--- config.mk ---
export PLATFORM = sky130hd
export DESIGN_NAME = dmem_lsu_flat
export DESIGN_NICKNAME = d
export VERILOG_FILES = /design/src/rtl/dmem_lsu_if.sv /design/src/rtl/dmem_lsu.sv /design/src/flat_wrapper.sv
export SDC_FILE = /design/constraint.sdc
export NUM_CORES = 1
export LEC_CHECK = 0
export ABC_AREA = 1
export CAP_MARGIN = 25
export CORE_MARGIN = 2
export CORE_UTILIZATION = 40
export DETAILED_ROUTE_END_ITERATION = 6
export PLACE_DENSITY = 0.69
export SYNTH_ARGS = -nofsm -noshare
export SYNTH_HDL_FRONTEND = slang
export SYNTH_SLANG_ARGS = --single-unit
--- constraint.sdc ---
create_clock -name clk -period 1.8 [get_ports clk]
set_input_delay 0.36 -clock clk [delete_from_list [all_inputs] [get_ports clk]]
set_output_delay 0.36 -clock clk [all_outputs]
set_load 0.05 [all_outputs]
--- src/rtl/dmem_lsu_if.sv ---
// Request/response and memory-port bundle for the load/store unit.
//
// Handshake: a request transfers on any posedge where req_valid && req_ready
// are both high; the request fields must be stable while req_valid is high.
// resp_valid is a one-cycle pulse with no backpressure, and resp_rdata and
// resp_err are meaningful only while it is high. mem_read/mem_write are
// single-cycle strobes, never high together; mem_rdata must be valid before
// the posedge that ends a mem_read cycle.
interface dmem_lsu_if #(
    parameter int WORD_ADDR_W = 8
);
    logic                   req_valid;
    logic                   req_ready;
    logic                   req_we;
    logic [1:0]             req_size;
    logic                   req_signed;
    logic [WORD_ADDR_W+1:0] req_addr;
    logic [31:0]            req_wdata;

    logic                   resp_valid;
    logic [31:0]            resp_rdata;
    logic                   resp_err;

    logic                   mem_read;
    logic                   mem_write;
    logic [WORD_ADDR_W-1:0] mem_addr;
    logic [31:0]            mem_wdata;
    logic [31:0]            mem_rdata;

    // LSU side: serves core requests and masters the memory port
    modport slave (
        input  req_valid, req_we, req_size, req_signed, req_addr, req_wdata, mem_rdata,
        output req_ready, resp_valid, resp_rdata, resp_err,
        output mem_read, mem_write, mem_addr, mem_wdata
    );

    // Environment side: core issuing requests plus the memory model
    modport master (
        output req_valid, req_we, req_size, req_signed, req_addr, req_wdata, mem_rdata,
        input  req_ready, resp_valid, resp_rdata, resp_err,
        input  mem_read, mem_write, mem_addr, mem_wdata
    );
endinterface

--- src/rtl/dmem_lsu.sv ---
// Load/store unit driving a 32-bit word-addressed data memory.
// Byte-addressed byte/half/word accesses; loads are lane-extracted and
// extended, sub-word stores use read-modify-write. One response per request.
module dmem_lsu #(
    parameter int WORD_ADDR_W = 8
) (
    input  logic       clk,
    input  logic       rst_n,
    dmem_lsu_if.slave  bus,
    output logic [2:0] fsm_state
);
    localparam logic [2:0] S_IDLE   = 3'd0;
    localparam logic [2:0] S_LOAD   = 3'd1;
    localparam logic [2:0] S_STORE  = 3'd2;
    localparam logic [2:0] S_RMW_RD = 3'd3;
    localparam logic [2:0] S_RMW_WR = 3'd4;
    localparam logic [2:0] S_RESP   = 3'd5;

    logic [2:0]             state;
    logic [2:0]             state_nxt;
    logic                   lat_we;
    logic [1:0]             lat_size;
    logic                   lat_signed;
    logic [WORD_ADDR_W+1:0] lat_addr;
    logic [31:0]            lat_wdata;
    logic [31:0]            merge_q;
    logic [31:0]            rdata_q;
    logic                   err_q;

    logic                   accept;
    logic                   misaligned;
    logic [4:0]             shamt;
    logic [31:0]            lane;
    logic [31:0]            load_ext;
    logic [31:0]            lane_mask;
    logic [31:0]            merged;

    // Reset gates acceptance directly so nothing is taken while rst_n is low
    assign bus.req_ready = (state == S_IDLE) & rst_n;
    assign accept        = bus.req_valid & bus.req_ready;
    assign fsm_state     = state;

    // Alignment check on the live request, used only at acceptance
    always_comb begin
        misaligned = 1'b0;
        case (bus.req_size)
            2'b00:   misaligned = 1'b0;
            2'b01:   misaligned = bus.req_addr[0];
            2'b10:   misaligned = |bus.req_addr[1:0];
            default: misaligned = 1'b1;
        endcase
    end

    // Next-state decode
    always_comb begin
        state_nxt = state;
        case (state)
            S_IDLE: begin
                if (accept) begin
                    if (misaligned)               state_nxt = S_RESP;
                    else if (!bus.req_we)         state_nxt = S_LOAD;
                    else if (bus.req_size == 2'b10) state_nxt = S_STORE;
                    else                          state_nxt = S_RMW_RD;
                end
            end
            S_LOAD:   state_nxt = S_RESP;
            S_STORE:  state_nxt = S_RESP;
            S_RMW_RD: state_nxt = S_RMW_WR;
            S_RMW_WR: state_nxt = S_RESP;
            S_RESP:   state_nxt = S_IDLE;
            default:  state_nxt = S_IDLE;
        endcase
    end

    // Lane extraction/extension for loads and lane merge for sub-word stores.
    // Word accesses are aligned, so the shift is zero for them.
    always_comb begin
        shamt     = {lat_addr[1:0], 3'b000};
        lane      = bus.mem_rdata >> shamt;
        lane_mask = (lat_size == 2'b00) ? (32'h0000_00ff << shamt) : (32'h0000_ffff << shamt);
        merged    = (bus.mem_rdata & ~lane_mask) | ((lat_wdata << shamt) & lane_mask);
        case (lat_size)
            2'b00:   load_ext = {{24{lat_signed & lane[7]}}, lane[7:0]};
            2'b01:   load_ext = {{16{lat_signed & lane[15]}}, lane[15:0]};
            default: load_ext = lane;
        endcase
    end

    // Memory port decodes only from state and the latched request
    always_comb begin
        bus.mem_read  = (state == S_LOAD) | (state == S_RMW_RD);
        bus.mem_write = (state == S_STORE) | (state == S_RMW_WR);
        bus.mem_addr  = lat_addr[WORD_ADDR_W+1:2];
        bus.mem_wdata = 32'h0;
        if (state == S_STORE)       bus.mem_wdata = lat_wdata;
        else if (state == S_RMW_WR) bus.mem_wdata = merge_q;
    end

    assign bus.resp_valid = (state == S_RESP);
    assign bus.resp_rdata = rdata_q;
    assign bus.resp_err   = err_q;

    // State, request latch, merge register and response registers
    always_ff @(posedge clk) begin
        if (!rst_n) begin
            state      <= S_IDLE;
            lat_we     <= 1'b0;
            lat_size   <= 2'b00;
            lat_signed <= 1'b0;
            lat_addr   <= '0;
            lat_wdata  <= 32'h0;
            merge_q    <= 32'h0;
            rdata_q    <= 32'h0;
            err_q      <= 1'b0;
        end else begin
            state <= state_nxt;
            if (accept) begin
                lat_we     <= bus.req_we;
                lat_size   <= bus.req_size;
                lat_signed <= bus.req_signed;
                lat_addr   <= bus.req_addr;
                lat_wdata  <= bus.req_wdata;
            end
            // Response fields change only on the edge entering RESP
            if (accept && misaligned) begin
                rdata_q <= 32'h0;
                err_q   <= 1'b1;
            end
            if (state == S_LOAD) begin
                rdata_q <= load_ext;
                err_q   <= 1'b0;
            end
            if (state == S_STORE || state == S_RMW_WR) begin
                rdata_q <= 32'h0;
                err_q   <= 1'b0;
            end
            if (state == S_RMW_RD) merge_q <= merged;
        end
    end

    // lat_we only steers the IDLE decision via the live request; keep it for debug visibility
    logic unused_ok;
    assign unused_ok = lat_we;
endmodule

--- src/flat_wrapper.sv ---
// flat-port wrapper written by rule: the top's interface ports become plain ports
module dmem_lsu_flat 
#(
    parameter int WORD_ADDR_W = 8
)
  (clk, rst_n, fsm_state, bus_req_valid, bus_req_we, bus_req_size, bus_req_signed, bus_req_addr, bus_req_wdata, bus_mem_rdata, bus_req_ready, bus_resp_valid, bus_resp_rdata, bus_resp_err, bus_mem_read, bus_mem_write, bus_mem_addr, bus_mem_wdata);
  dmem_lsu_if #(.WORD_ADDR_W(WORD_ADDR_W)) bus_i ();
  input  logic clk;
  input  logic rst_n;
  output logic [2:0] fsm_state;
  input wire logic [$bits(bus_i.req_valid)-1:0] bus_req_valid;
  input wire logic [$bits(bus_i.req_we)-1:0] bus_req_we;
  input wire logic [$bits(bus_i.req_size)-1:0] bus_req_size;
  input wire logic [$bits(bus_i.req_signed)-1:0] bus_req_signed;
  input wire logic [$bits(bus_i.req_addr)-1:0] bus_req_addr;
  input wire logic [$bits(bus_i.req_wdata)-1:0] bus_req_wdata;
  input wire logic [$bits(bus_i.mem_rdata)-1:0] bus_mem_rdata;
  output wire logic [$bits(bus_i.req_ready)-1:0] bus_req_ready;
  output wire logic [$bits(bus_i.resp_valid)-1:0] bus_resp_valid;
  output wire logic [$bits(bus_i.resp_rdata)-1:0] bus_resp_rdata;
  output wire logic [$bits(bus_i.resp_err)-1:0] bus_resp_err;
  output wire logic [$bits(bus_i.mem_read)-1:0] bus_mem_read;
  output wire logic [$bits(bus_i.mem_write)-1:0] bus_mem_write;
  output wire logic [$bits(bus_i.mem_addr)-1:0] bus_mem_addr;
  output wire logic [$bits(bus_i.mem_wdata)-1:0] bus_mem_wdata;
  assign bus_i.req_valid = bus_req_valid;
  assign bus_i.req_we = bus_req_we;
  assign bus_i.req_size = bus_req_size;
  assign bus_i.req_signed = bus_req_signed;
  assign bus_i.req_addr = bus_req_addr;
  assign bus_i.req_wdata = bus_req_wdata;
  assign bus_i.mem_rdata = bus_mem_rdata;
  assign bus_req_ready = bus_i.req_ready;
  assign bus_resp_valid = bus_i.resp_valid;
  assign bus_resp_rdata = bus_i.resp_rdata;
  assign bus_resp_err = bus_i.resp_err;
  assign bus_mem_read = bus_i.mem_read;
  assign bus_mem_write = bus_i.mem_write;
  assign bus_mem_addr = bus_i.mem_addr;
  assign bus_mem_wdata = bus_i.mem_wdata;
  dmem_lsu #(.WORD_ADDR_W(WORD_ADDR_W)) u_core (.clk(clk), .rst_n(rst_n), .bus(bus_i), .fsm_state(fsm_state));
endmodule
==> out/summary.txt, run 1 <==
Result of the run - finished with violations
Violations in the final reports - setup timing
Final net count - 1110
Multiplexer share of the synthesized area - 0%
Most common library cell in the layout ignoring fill and taps - sky130_fd_sc_hd__nand2_1
Most frequently used flop master after synthesis - sky130_fd_sc_hd__dfxtp_1
Num CTS Buffers - 17
Maxcap violations - 0
Mapped Cells - 844
Power density of the placed cells - 991.4 nW/µm²
Type of element launching the critical path - flip-flop
Standard-cell row count - 43
Fin Clk Skew - 0.009078 ns
Global Route Usage Sum - 27.28%
Full die area - 15340 µm²
Top cells by area, synth - sky130_fd_sc_hd__dfxtp_1, sky130_fd_sc_hd__nand2_1, sky130_fd_sc_hd__o21ai_0, sky130_fd_sc_hd__a21oi_1, sky130_fd_sc_hd__nand3_1
Critical-path top delay cell - sky130_fd_sc_hd__dfxtp_4
Post-Syn Area per Cell - 6.806 µm²
Average wire per standard cell - 17.41 µm
Fraction of layout instances using a drive strength above 1 - 25.24%
Path category of the worst min-delay check - primary input to flip-flop
Post-Route WL - 21280 µm
TritonCTS clock tree - yes
Startpoint-to-endpoint class of the critical path - flip-flop to output port
Avg Vias per Cell - 5.490
Final setup TNS - -5.444 ns
Routed wire length on met2 - 9574 µm
Floorplan die height - 123.8 µm
Leftover overflow at the end of global routing - 0
Share of the synthesized area in the top cell type - 39.38%
Detailed-route wire length on metal 1 - 9300 µm
Number of synthesized flops with an enable pin - 0
Via count of the first global-routing pass - 6136
Asr flop ratio synth - 0%
Starting density of the core - 41.22%
Clock sink count - 113
Pin count of the biggest net entering global routing - 80
Top layer in use - met4
Synthesis-stage register bit count - 113
Commonest cells after routing, fill and taps aside - sky130_fd_sc_hd__nand2_1, sky130_fd_sc_hd__a21oi_1, sky130_fd_sc_hd__dfxtp_1
Met3 wire length - 1770 µm
Count of antenna-violating nets left after detailed routing - 0
Count of distinct cell types in the synthesized netlist - 22
Count of buffers inserted at the top-level ports - 160
Maximum vdd ir drop - 0.7114 mV
Adder-cell share of the synthesized area - 0%
Maximum fanout along the worst path - 5
Cell accounting for the most synthesized area - sky130_fd_sc_hd__dfxtp_1
Number of fillers in the final layout - 1241
Layout area overhead - 60.31%
Compound-gate portion of the synthesized area - 26.05%
Slew Limit Headroom - 60.61%
Setup repair after global routing missed its margin - yes
Final period demand of the worst path - 2.004 ns
Maximum level of the CTS H-tree - 4
Starting DRT DRC Count - 625
GP Congestion - 0.9420
CP max stage delay - 0.37 ns
Wire length of the first global-routing pass - 31870 µm
Post-synthesis share of cell area spent on and, or, nand and nor gates - 23.00%
Half-perimeter wire length after detailed placement - 14280 µm
I/O pin count - 161
Capturing element type of the critical path - output port
Timing-limited maximum frequency - 0.4989 GHz
Cell leakage power - 0.003813 µW
Smallest setup slack after layout - -0.2043 ns
Final count of pins violating max slew - 0
Antenna Diode Count - 0
Routed via count - 6709
Number of setup violations in the final report - 35
Cells traversed along the worst timing path - inv_4, nand3_4, buf_12, buf_16, o21ai_4, buf_6
Die X - 123.8 µm
Xor and xnor area share after synthesis - 0%
Signal arrival time at the worst endpoint - 1.64 ns
Critical path data required time - 1.44 ns
Seq/Total Area, Yosys - 39.38%
Hold Buf Count CTS - 0
Synthesis warning total - 0
Core region area - 13930 µm²
Worst Tran Pin Value - 0.5847 ns
Area after detailed placement - 8001 µm²
Final period utilization - 111.3%
Cell Area, Synth - 5744 µm²
Maximum buffer depth of the clock tree - 2
Root Driver - sky130_fd_sc_hd__clkbuf_16
Final Hold Violating Endpoints - 0
Number of antenna violations at the first check in global routing - 0
Main combinational cell family by area after synthesis - compound AO/OA/AOI/OAI gates
Iteration count of the initial detailed-routing pass - 5
Skew-Pair Late Insertion Delay - 0.42 ns
DR DRC count - 0
Worst setup timing slack at the placement stage - -0.03087 ns
Post-route cell area - 9209 µm²
Post-CTS clock slew at the launch and capture registers of the worst setup and hold paths - 0.06 ns
Syn Nets - 925
per-stage QoR:
stage	power [µW]	instances	utilization (%)	hold slack (ns)
2_1_floorplan	4339	844	-	0.4448
3_5_place_dp	5257	1172	57.42	0.4664
6_report	9130	1222	66.09	0.4656
5_1_grt	9466	1222	66.09	0.4998
3_3_place_gp	5245	1172	57.42	0.4602
4_1_cts	8887	1215	64.32	0.4660
report_power, final:
group          leakage, µW  total [µW]  internal [µW]  switching [µW]
Sequential        0.000920        2800           2690             114
Combinational      0.00259        2760           1040            1720
Clock             0.000303        3570           2370            1200
layer usage:
layer  vias up  track usage, %
met5         -               0
met4         0           11.08
met3        49           5.632
met2       334           42.72
met1      3099           36.66
li1       3227               -
repair_timing:
| action | CTS | global route |
|---|---|---|
| cloned | 4 | 4 |
| gates resized for setup | 44 | 30 |
| setup buffers | 7 | 4 |
| endpoints found under the setup margin | 33 | 40 |
| pin swaps | 3 | 4 |
sequential cells by signal (all words and copies together), names as in the netlist:
name                   flops
u_core.lat_size            2
u_core.bus.resp_rdata     32
u_core.bus.resp_err        1
u_core.fsm_state           3
u_core.merge_q            32
u_core.lat_signed          1
u_core.lat_addr           10
u_core.lat_wdata          32
cell type report:
class | instances | area [µm²] | area share, %
Timing Repair Buffer | 238 | 2462 | 26.74
Multi-Input combinational cell | 581 | 3329 | 36.15
Sequential cell | 113 | 2271 | 24.66
Inverter | 78 | 300.3 | 3.261
Clock buffer | 21 | 460.4 | 5.000
Tap cell | 180 | 225.2 | 2.446
Clock inverter | 11 | 160.2 | 1.739
critical path: cells and delay by family (launching register included):
| family | cells | cell delay [ns] |
|---|---|---|
| simple gates | 1 | 0.13 |
| flops | 1 | 0.37 |
| buf+inv | 4 | 0.57 |
| compound gates | 1 | 0.15 |
synthesized netlist by cell type (3+ instances only):
| master | count |
|---|---|
| sky130_fd_sc_hd__nor2_1 | 21 |
| sky130_fd_sc_hd__o221ai_1 | 8 |
| sky130_fd_sc_hd__nand2_1 | 168 |
| sky130_fd_sc_hd__nand2_2 | 4 |
| sky130_fd_sc_hd__buf_6 | 4 |
| sky130_fd_sc_hd__buf_1 | 3 |
| sky130_fd_sc_hd__clkbuf_1 | 34 |
| sky130_fd_sc_hd__o211ai_1 | 24 |
| sky130_fd_sc_hd__buf_4 | 13 |
| sky130_fd_sc_hd__buf_2 | 18 |
| sky130_fd_sc_hd__nand3_1 | 98 |
| sky130_fd_sc_hd__dfxtp_1 | 113 |
| sky130_fd_sc_hd__o21ai_0 | 124 |
| sky130_fd_sc_hd__o21ai_1 | 3 |
| sky130_fd_sc_hd__a21oi_1 | 122 |
| sky130_fd_sc_hd__inv_1 | 70 |
| sky130_fd_sc_hd__inv_2 | 8 |
final timing paths:
path         cells past startpoint              endpoint                 from  slack, ns
max                              6      bus_mem_wdata[6]  u_core.fsm_state[0]      -0.20
min                              4    u_core.lat_addr[5]                rst_n       0.47
max reg2reg                      9  u_core.lat_wdata[20]  u_core.fsm_state[1]       0.09
min reg2reg                      2    u_core.lat_addr[4]   u_core.lat_addr[4]       0.48
logic make-up after synthesis:
family,after synthesis
AND/OR/NAND/NOR,300
AO/OA/AOI/OAI,281
buffers and inverters,150
flip-flops,113
(Power assumes the default switching activity.)
==> inputs of run 2 (changes only) <==
Settings changed: HOLD_SLACK_MARGIN set to 0.15, SLEW_MARGIN set to 5.
==> results of run 2 <==
Final layout, timing and power as in run 1 (identical DEF).
==> inputs of run 3 (changes only) <==
Settings changed: GPL_TIMING_DRIVEN set to 0.
==> out/summary.txt, run 3 (same netlist as run 1, synthesis figures left out) <==
Result of the run - finished with violations
Violations in the final reports - setup timing
Number of fillers in the final layout - 1025 (-17%)
Average wire per standard cell - 19.35 µm (+11%)
Hold Buf Count CTS - 0 (unchanged)
Cell leakage power - 0.004131 µW (+8.4%)
Final period utilization - 115.7% (+4.4 points)
Antenna Diode Count - 0 (unchanged)
Count of buffers inserted at the top-level ports - 159 (-0.63%)
Final net count - 1146 (+3.2%)
Global Route Usage Sum - 28.64% (+1.4 points)
Skew-Pair Late Insertion Delay - 0.43 ns (about the same)
Number of cells after detailed placement - 1183 (+0.94%)
Net Sw Power - 3416 µW (+13%)
TritonCTS clock tree - yes
Final setup TNS - -20.11 ns (-14.67 ns)
Pin count of the biggest net entering global routing - 23 (-71%)
Reg-to-reg slack, setup - -0.23 ns (-0.32 ns)
Wire length of the first global-routing pass - 32720 µm (+2.7%)
Critical-path top delay cell - sky130_fd_sc_hd__dfxtp_2
Clock sink count - 113 (unchanged)
Die X - 123.8 µm (unchanged)
Number of antenna violations at the first check in global routing - 0 (unchanged)
Avg Vias per Cell - 5.538 (+0.87%)
Startpoint-to-endpoint class of the critical path - flip-flop to output port
CP max stage delay - 0.32 ns (-0.05 ns)
Int Pwr - 6157 µW (+0.94%)
Floorplan die height - 123.8 µm (unchanged)
Maximum level of the CTS H-tree - 4 (unchanged)
Capturing element type of the critical path - output port
Maximum vdd ir drop - 0.6952 mV (-2.3%)
Routed via count - 6961 (+3.8%)
Combinational cell fraction of total power - 35.2% (+5.0 points)
Path category of the worst min-delay check - flip-flop to flip-flop
Final core area utilization - 73.67% (+7.6 points)
Via count of the first global-routing pass - 6146 (+0.16%)
Fraction of layout instances using a drive strength above 1 - 33.33% (+8.1 points)
Smallest setup slack after layout - -0.2833 ns (-0.07904 ns)
Cells traversed along the worst timing path - buf_8, inv_8, nand3_4, buf_4, o21ai_2, buf_6
Worst Tran Pin Value - 0.7007 ns (+0.1159 ns)
Root Driver - sky130_fd_sc_hd__clkbuf_16
GP Congestion - 0.9422 (about the same)
Critical path data required time - 1.44 ns (about the same)
Cell family with most CP delay - buffers and inverters
Worst setup timing slack at the placement stage - -0.8280 ns (-0.7971 ns)
Switching portion of total power - 35.69% (+2.5 points)
Core region area - 13930 µm² (unchanged)
Starting density of the core - 41.22% (unchanged)
Timing-limited maximum frequency - 0.4800 GHz (-3.8%)
Maximum fanout along the worst path - 8 (+3)
Layout area overhead - 78.72%
Buffering stage count on the worst path with inverters included - 4 (unchanged)
I/O pin count - 161 (unchanged)
Final Hold Violating Endpoints - 0 (unchanged)
Half-perimeter wire length after detailed placement - 15770 µm (+10%)
Power density of the placed cells - 932.4 nW/µm² (-6.0%)
Number of setup violations in the final report - 114 (+230%)
Count of antenna-violating nets left after detailed routing - 0 (unchanged)
Final cell count without fillers - 1257 (+2.9%)
DR DRC count - 0 (unchanged)
Part of the power in registers - 29.3% (-1.4 points)
Fin Clk Skew - 0.007742 ns (-0.001336 ns)
Standard-cell row count - 43 (unchanged)
Starting DRT DRC Count - 684 (+9.4%)
Iteration count of the initial detailed-routing pass - 7 (+2)
Post-Route WL - 24320 µm (+14%)
Num CTS Buffers - 17 (unchanged)
Signal arrival time at the worst endpoint - 1.72 ns (+0.08 ns)
Maxcap violations - 0 (unchanged)
Type of element launching the critical path - flip-flop
Final count of pins violating max slew - 0 (unchanged)
Full die area - 15340 µm² (unchanged)
Final period demand of the worst path - 2.083 ns (+0.07904 ns)
Maximum buffer depth of the clock tree - 2 (unchanged)
Relative contribution of the clock network to total power - 35.4% (-3.7 points)
Commonest cells after routing, fill and taps aside - sky130_fd_sc_hd__nand2_1, sky130_fd_sc_hd__dfxtp_1, sky130_fd_sc_hd__clkdlybuf4s50_1
Leftover overflow at the end of global routing - 0 (unchanged)
Slew Limit Headroom - 53.29% (-7.3 points)
Setup repair after global routing missed its margin - yes
Post-CTS clock slew at the launch and capture registers of the worst setup and hold paths - 0.05 ns (about the same)
Most common library cell in the layout ignoring fill and taps - sky130_fd_sc_hd__nand2_1
run 3: path summary, 6_finish.rpt:
kind	from	endpoint	depth (start not counted)
setup / recovery	u_core.fsm_state[2]	bus_mem_wdata[0]	6
hold reg to reg	u_core.bus.resp_rdata[14]	u_core.bus.resp_rdata[14]	2
setup reg to reg	u_core.fsm_state[0]	u_core.lat_wdata[4]	9
hold / removal	u_core.bus.resp_rdata[14]	u_core.bus.resp_rdata[14]	2
run 3: power groups by stage:
stage	logic (µW)	clock network, µW	registers, µW
floorplan	1330	0	3010
global placement	2270	0	2840
detailed placement	2280	0	2840
CTS	2700	3390	2790
global route	3560	3510	2820
finish	3370	3390	2810
run 3: cell type report:
| class | instances | area, µm² | share of cell area, % |
|---|---|---|---|
| multi-input cells | 582 | 4073 | 39.67 |
| plain buffers | 69 | 591.8 | 5.765 |
| repair inverters | 1 | 7.507 | 0.07313 |
| well taps | 180 | 225.2 | 2.194 |
| inverters | 78 | 310.3 | 3.023 |
| clock buffers | 21 | 491.7 | 4.790 |
| clock inverters | 10 | 106.4 | 1.036 |
| repair buffers | 203 | 2190 | 21.33 |
| flip-flops and latches | 113 | 2271 | 22.12 |
run 3: worst register-to-register path, cell delays in order, from the launching register on:
cell,delay [ns]
sky130_fd_sc_hd__dfxtp_4,0.36
sky130_fd_sc_hd__nor2_4,0.16
sky130_fd_sc_hd__buf_6,0.14
sky130_fd_sc_hd__buf_6,0.12
sky130_fd_sc_hd__nand2_8,0.06
sky130_fd_sc_hd__nor3_4,0.38
sky130_fd_sc_hd__clkinvlp_4,0.29
sky130_fd_sc_hd__buf_6,0.19
sky130_fd_sc_hd__clkbuf_16,0.15
sky130_fd_sc_hd__a21oi_2,0.12
run 3: what timing repair did:
action / in CTS / in global routing
setup buffers: 8 / 23
endpoints found under the hold margin: 0 / 0
setup endpoints to repair: 119 / 118
resized for setup: 390 / 215
cloned: 7 / 8
pin swaps: 6 / 62
run 3: through the flow:
step	area, µm²	power, µW	hold slack [ns]
finish	10270	9573	0.4622
global route	10270	9887	0.4770
CTS	9206	8880	0.4754
detailed placement	7965	5122	0.4678
global placement	7965	5109	0.4615
floorplan	6148	4339	0.4448
run 3: layer usage:
metal  track usage (%)  up-vias  wire length, µm
li1                  -     3299                -
met1             37.13     3235             9998
met2             44.88      361            11330
met3             7.143       66             2146
met4             13.07        0              853
met5                 0        -                0
